<file path="src/rtl/operand_entry.sv">
// Keypad operand entry: debounced key handshake, signed decimal entry with
// range check, and a one-cycle commit of the typed operand with its operator.
module operand_entry (
  input  logic        clk,
  input  logic        rst,
  input  logic        read_input,
  input  logic [3:0]  keypad_input,
  input  logic [2:0]  operator_input,
  input  logic        equal_input,
  output logic        key_read,
  output logic [15:0] entry_value,
  output logic [15:0] operand,
  output logic [2:0]  op_code,
  output logic        is_equal,
  output logic        operand_valid,
  output logic        entry_ovf
);

  typedef enum logic [1:0] {IDLE, ACK, WAIT_LOW} state_t;

  localparam logic [2:0] OP_SIGN  = 3'b001;
  localparam logic [2:0] OP_ADD   = 3'b010;
  localparam logic [2:0] OP_SUB   = 3'b011;
  localparam logic [2:0] OP_MUL   = 3'b100;
  localparam logic [2:0] OP_CLEAR = 3'b110;

  state_t      state, state_next;
  logic [3:0]  key_digit;
  logic [2:0]  key_op;
  logic        key_eq;
  logic        capture;

  logic [14:0] mag, mag_next;
  logic        neg, neg_next;
  logic        ovf, ovf_next;

  logic        commit;
  logic [2:0]  commit_op;
  logic        commit_eq;

  logic [15:0] mag_ext;
  logic [18:0] digit_sum;

  // mag*10 + d never exceeds 327679, so 19 bits hold it without wrapping
  assign digit_sum = ({4'd0, mag} << 3) + ({4'd0, mag} << 1) + {15'd0, key_digit};

  assign mag_ext     = {1'b0, mag};
  assign entry_value = neg ? (~mag_ext + 16'd1) : mag_ext;
  assign entry_ovf   = ovf;

  always_comb begin
    state_next = state;
    capture    = 1'b0;
    mag_next   = mag;
    neg_next   = neg;
    ovf_next   = ovf;
    commit     = 1'b0;
    commit_op  = 3'b000;
    commit_eq  = 1'b0;

    case (state)
      IDLE: begin
        if (read_input) begin
          capture    = 1'b1;
          state_next = ACK;
        end
      end

      ACK: begin
        state_next = WAIT_LOW;
        if (key_eq) begin
          commit    = 1'b1;
          commit_eq = 1'b1;
        end else if (key_op != 3'b000) begin
          case (key_op)
            OP_SIGN:  neg_next = ~neg;
            OP_CLEAR: begin
              mag_next = 15'd0;
              neg_next = 1'b0;
              ovf_next = 1'b0;
            end
            OP_ADD, OP_SUB, OP_MUL: begin
              commit    = 1'b1;
              commit_op = key_op;
            end
            default: ;
          endcase
        end else if (key_digit <= 4'd9) begin
          if (digit_sum <= 19'd32767)
            mag_next = digit_sum[14:0];
          else
            ovf_next = 1'b1;
        end

        // a committed operand starts a fresh entry
        if (commit) begin
          mag_next = 15'd0;
          neg_next = 1'b0;
          ovf_next = 1'b0;
        end
      end

      WAIT_LOW: begin
        if (!read_input)
          state_next = IDLE;
      end

      default: state_next = IDLE;
    endcase
  end

  always_ff @(posedge clk) begin
    if (rst) begin
      state         <= IDLE;
      key_read      <= 1'b0;
      key_digit     <= 4'd0;
      key_op        <= 3'b000;
      key_eq        <= 1'b0;
      mag           <= 15'd0;
      neg           <= 1'b0;
      ovf           <= 1'b0;
      operand       <= 16'd0;
      op_code       <= 3'b000;
      is_equal      <= 1'b0;
      operand_valid <= 1'b0;
    end else begin
      state         <= state_next;
      key_read      <= (state_next == ACK);
      mag           <= mag_next;
      neg           <= neg_next;
      ovf           <= ovf_next;
      operand_valid <= commit;
      if (capture) begin
        key_digit <= keypad_input;
        key_op    <= operator_input;
        key_eq    <= equal_input;
      end
      if (commit) begin
        operand  <= entry_value;
        op_code  <= commit_op;
        is_equal <= commit_eq;
      end
    end
  end

endmodule

</file>
<file path="config.mk">
export PLATFORM = sky130hd
export DESIGN_NAME = operand_entry
export DESIGN_NICKNAME = d
export VERILOG_FILES = /design/src/rtl/operand_entry.sv
export SDC_FILE = /design/constraint.sdc
export NUM_CORES = 1
export LEC_CHECK = 0
export CORE_UTILIZATION = 54
export CTS_CLUSTER_SIZE = 10
export DETAILED_ROUTE_END_ITERATION = 6
export HOLD_SLACK_MARGIN = 0.03
export PLACE_DENSITY = 0.8
export SKIP_CTS_REPAIR_TIMING = 1
export SLEW_MARGIN = 20
export SYNTH_ARGS = -nofsm -noshare
export SYNTH_HDL_FRONTEND = slang
export SYNTH_SLANG_ARGS = --single-unit
export TNS_END_PERCENT = 20
</file>
<file path="constraint.sdc">
create_clock -name clk -period 3.8 [get_ports clk]
set_input_delay 0.76 -clock clk [delete_from_list [all_inputs] [get_ports clk]]
set_output_delay 0.76 -clock clk [all_outputs]
set_load 0.01 [all_outputs]
</file>
==> key figures <==
Status
  • Status: complete, no violations

CTS
  • Clock transition at path regs: 0.09 ns
  • TritonCTS clock tree: done
  • Clock H-tree levels: 2
  • Clock sink count: 49
  • CTS max path bufs: 2
  • Clk root buf: clkbuf_8
  • Cts bufs inserted: 5
  • Clock latency at the later pin of the worst-skew pair: 0.30 ns

Setup path
  • Worst setup EP type: output pin
  • Crit path DAT: about 2.8 ns
  • Critical path cell sequence: inv_1 -> ha_1 -> nand2_1 -> or3_1 -> or3_1 -> o31a_1 -> xnor2_1 -> inv_1 -> clkdlybuf4s50_1
  • Launching point of the worst reg2reg path: mag[0]
  • WP buf/inv: 3
  • Setup CP Type: register to output pin
  • Reg2Reg Depth: 12
  • Slowest-stage cell, CP: clkdlybuf4s50_1
  • Required @ worst endpoint: just over 3 ns
  • Crit path max-delay family: simple AND/OR/NAND/NOR gates
  • Max FO, Critical Path: 7
  • Slowest cell delay on critical path: 0.53 ns
  • Capture point of the worst reg-to-reg path: mag[3]
  • Critical Path Start Type: register
  • Reg2reg setup slack: 0.43 ns

Worst hold path
  • Hold Crit Start: op_code[0]
  • WHS Path Cells: 2
  • Min-Delay Path Class: register to register
  • Hold EP: op_code[0]

Power and ir drop
  • Power density over the cells: 259 nW/um^2
  • IR drop worst, VDD: about 0.00017 V
  • Leak pwr: roughly 0.0016 uW

Floorplan
  • I/O Pins: 50
  • Die Ht: 78.3 um
  • Chip width: 78.3 um
  • Die area: 6120 sq um
  • Row count: 27
  • Initial core utilization: 0.567
  • Total core area: 5540 sq um

Drt
  • DR WL/cell: 14.3 um
  • Via count: 2,814
  • # DRC: 0
  • Iter 0 DRT Violations: 181
  • DR vias/cell: 5.61
  • Pre-antenna DRT Iters: 4
  • Post-Route WL: 7.18 mm
  • ANT nets after route: 0

Place
  • Area post-placement: 3690 sq um
  • Hpwl dp: 5.61 mm
  • Dpl cells: about 490
  • GP Congestion: 0.940
  • I/O Buffers: 49

Timing
  • Clk_skew: 0.00881 ns
  • Fin crit period: between 3 and 4 ns
  • Max Clock Freq: 0.283 GHz
  • Tightest Pin Transition: approximately 0.60 ns
  • Worst slew margin: 0.598
  • Max-slew violation count: 0
  • Post-route clock period utilization: 0.929
  • Setup violations, final: 0
  • Setup tns final: 0 ns
  • Final Hold Fails: 0
  • RSZ-0062 raised after global routing: no

Yosys
  • Post-synth EDFFs: 0
  • Post-synthesis average cell area: 8.16 sq um
  • Synth unique cells: between 40 and 50
  • Asr flop ratio synth: 0
  • Sequential share of the synthesized area: 0.312
  • Most used DFF post-synth: dfxtp_1
  • #FFs+latches synth: 49
  • Synthesis Warnings: 0
  • Synth Instances: 385
  • Synthesized area: 3140 sq um
  • Mapped Nets: 428

Final layout
  • Design area: 3780 sq um
  • # diodes: 0
  • Final net count: 472
  • Post-Layout Cell Count: 502
  • FILL cells: 486
  • Most common cell after layout, fill and taps aside: nand2_1
  • Most frequent cells in the layout: nand2_1 (54), dfxtp_1 (49), clkdlybuf4s50_1 (49)
  • Area Overhead vs Synth: 20.3%
  • Storage element area: between 900 and 1000 sq um
  • Layout cells sized above 1: 0.0395
  • Post-route core utilization: 0.682
  • Multi-input logic area: 2020 sq um

Global route
  • Overall routing resource usage: 0.243
  • Congestion Overflow GR: 0
  • First-pass GRT wire length: 12.1 mm
  • Antenna violations before repair: 0
  • Number of global-route vias before repair: 2,575
  • Largest net degree at the start of global routing: 35

Run
  • Max capacitance violation total: 0
## stage by stage
stage	setup slack, ns	power, uW	hold slack, ns
3_5_place_dp	0.483	688	0.447
6_report	0.269	978	0.460
5_1_grt	0.0310	1020	0.489
4_1_cts	0.262	982	0.460
2_1_floorplan	0.617	636	0.437
3_3_place_gp	0.573	685	0.440
## Yosys cell counts (all sizes together) (5+ instances only)
cell     n  area, sq um
o31ai    5         51.3
xnor2   18          158
dfxtp   49          981
nand3    6         30.0
nand2   54          203
inv     14         52.6
clkbuf  17         63.8
o21ai   15         75.1
nor2    44          165
nand2b   6         37.5
o21a     7         52.6
a211oi   7         52.6
a21oi   29          149
ha      30          375
mux2i   20          200
nor3    12         60.1
nor2b    5         31.3
xor2     7         61.3
## layout make-up
class	count	area share
well taps	72	0.0238
flip-flops and latches	49	0.260
inverters	14	0.0139
multi-input cells	303	0.536
repair buffers	56	0.144
clock inverters	2	0.00364
clock buffers	6	0.0192
## where the power goes
group          internal, uW  switching (uW)
Sequential              530            13.7
Clock                   131             169
Combinational          62.5            71.0
## registers in the layout (all words and copies together) (netlist names)
name and flops:
key_digit 4, key_read 1, mag 15, entry_ovf 1
key_eq 1, is_equal 1, neg 1, op_code 3
state 2, operand_valid 1, operand 16, key_op 3
## worst max-delay path by stage
| stage | depth (start not counted) | to | slack [ns] | start |
|---|---|---|---|---|
| after floorplan | 11 | mag[12] | 0.62 | mag[0] |
| after global placement | 12 | mag[7] | 0.57 | mag[0] |
| after detailed placement | 12 | mag[2] | 0.48 | mag[0] |
| after CTS | 9 | entry_value[14] | 0.26 | mag[0] |
| after global routing | 9 | entry_value[14] | 0.03 | mag[0] |
| final | 9 | entry_value[10] | 0.27 | mag[0] |
## kinds of logic (layout without fill, tap and decap cells)
group	after synthesis	count (layout)	synth area share
adders and majority gates	32	32	0.132
muxes	21	21	0.0673
buffers and inverters	33	78	0.0430
and+or+nand+nor	146	146	0.214
DFF	49	49	0.312
xor gates and xnor gates	25	25	0.0697
AOI/OAI and AO/OA	79	79	0.162
## tightest hold or removal path, cell delays in order, from the launching register on
cell and delay, ns:
dfxtp_1 0.32, nand2_1 0.05, a21oi_1 0.05
## layer usage
metal,track usage,part of all wire,wire length (um),up-vias
met4,0.0463,0.0053,38,0
met1,0.333,0.48,3450,1320
met2,0.406,0.46,3330,71
li1,-,-,-,1419
met5,0,0,0,-
met3,0.0384,0.049,354,4
(Power assumes the default switching activity.)
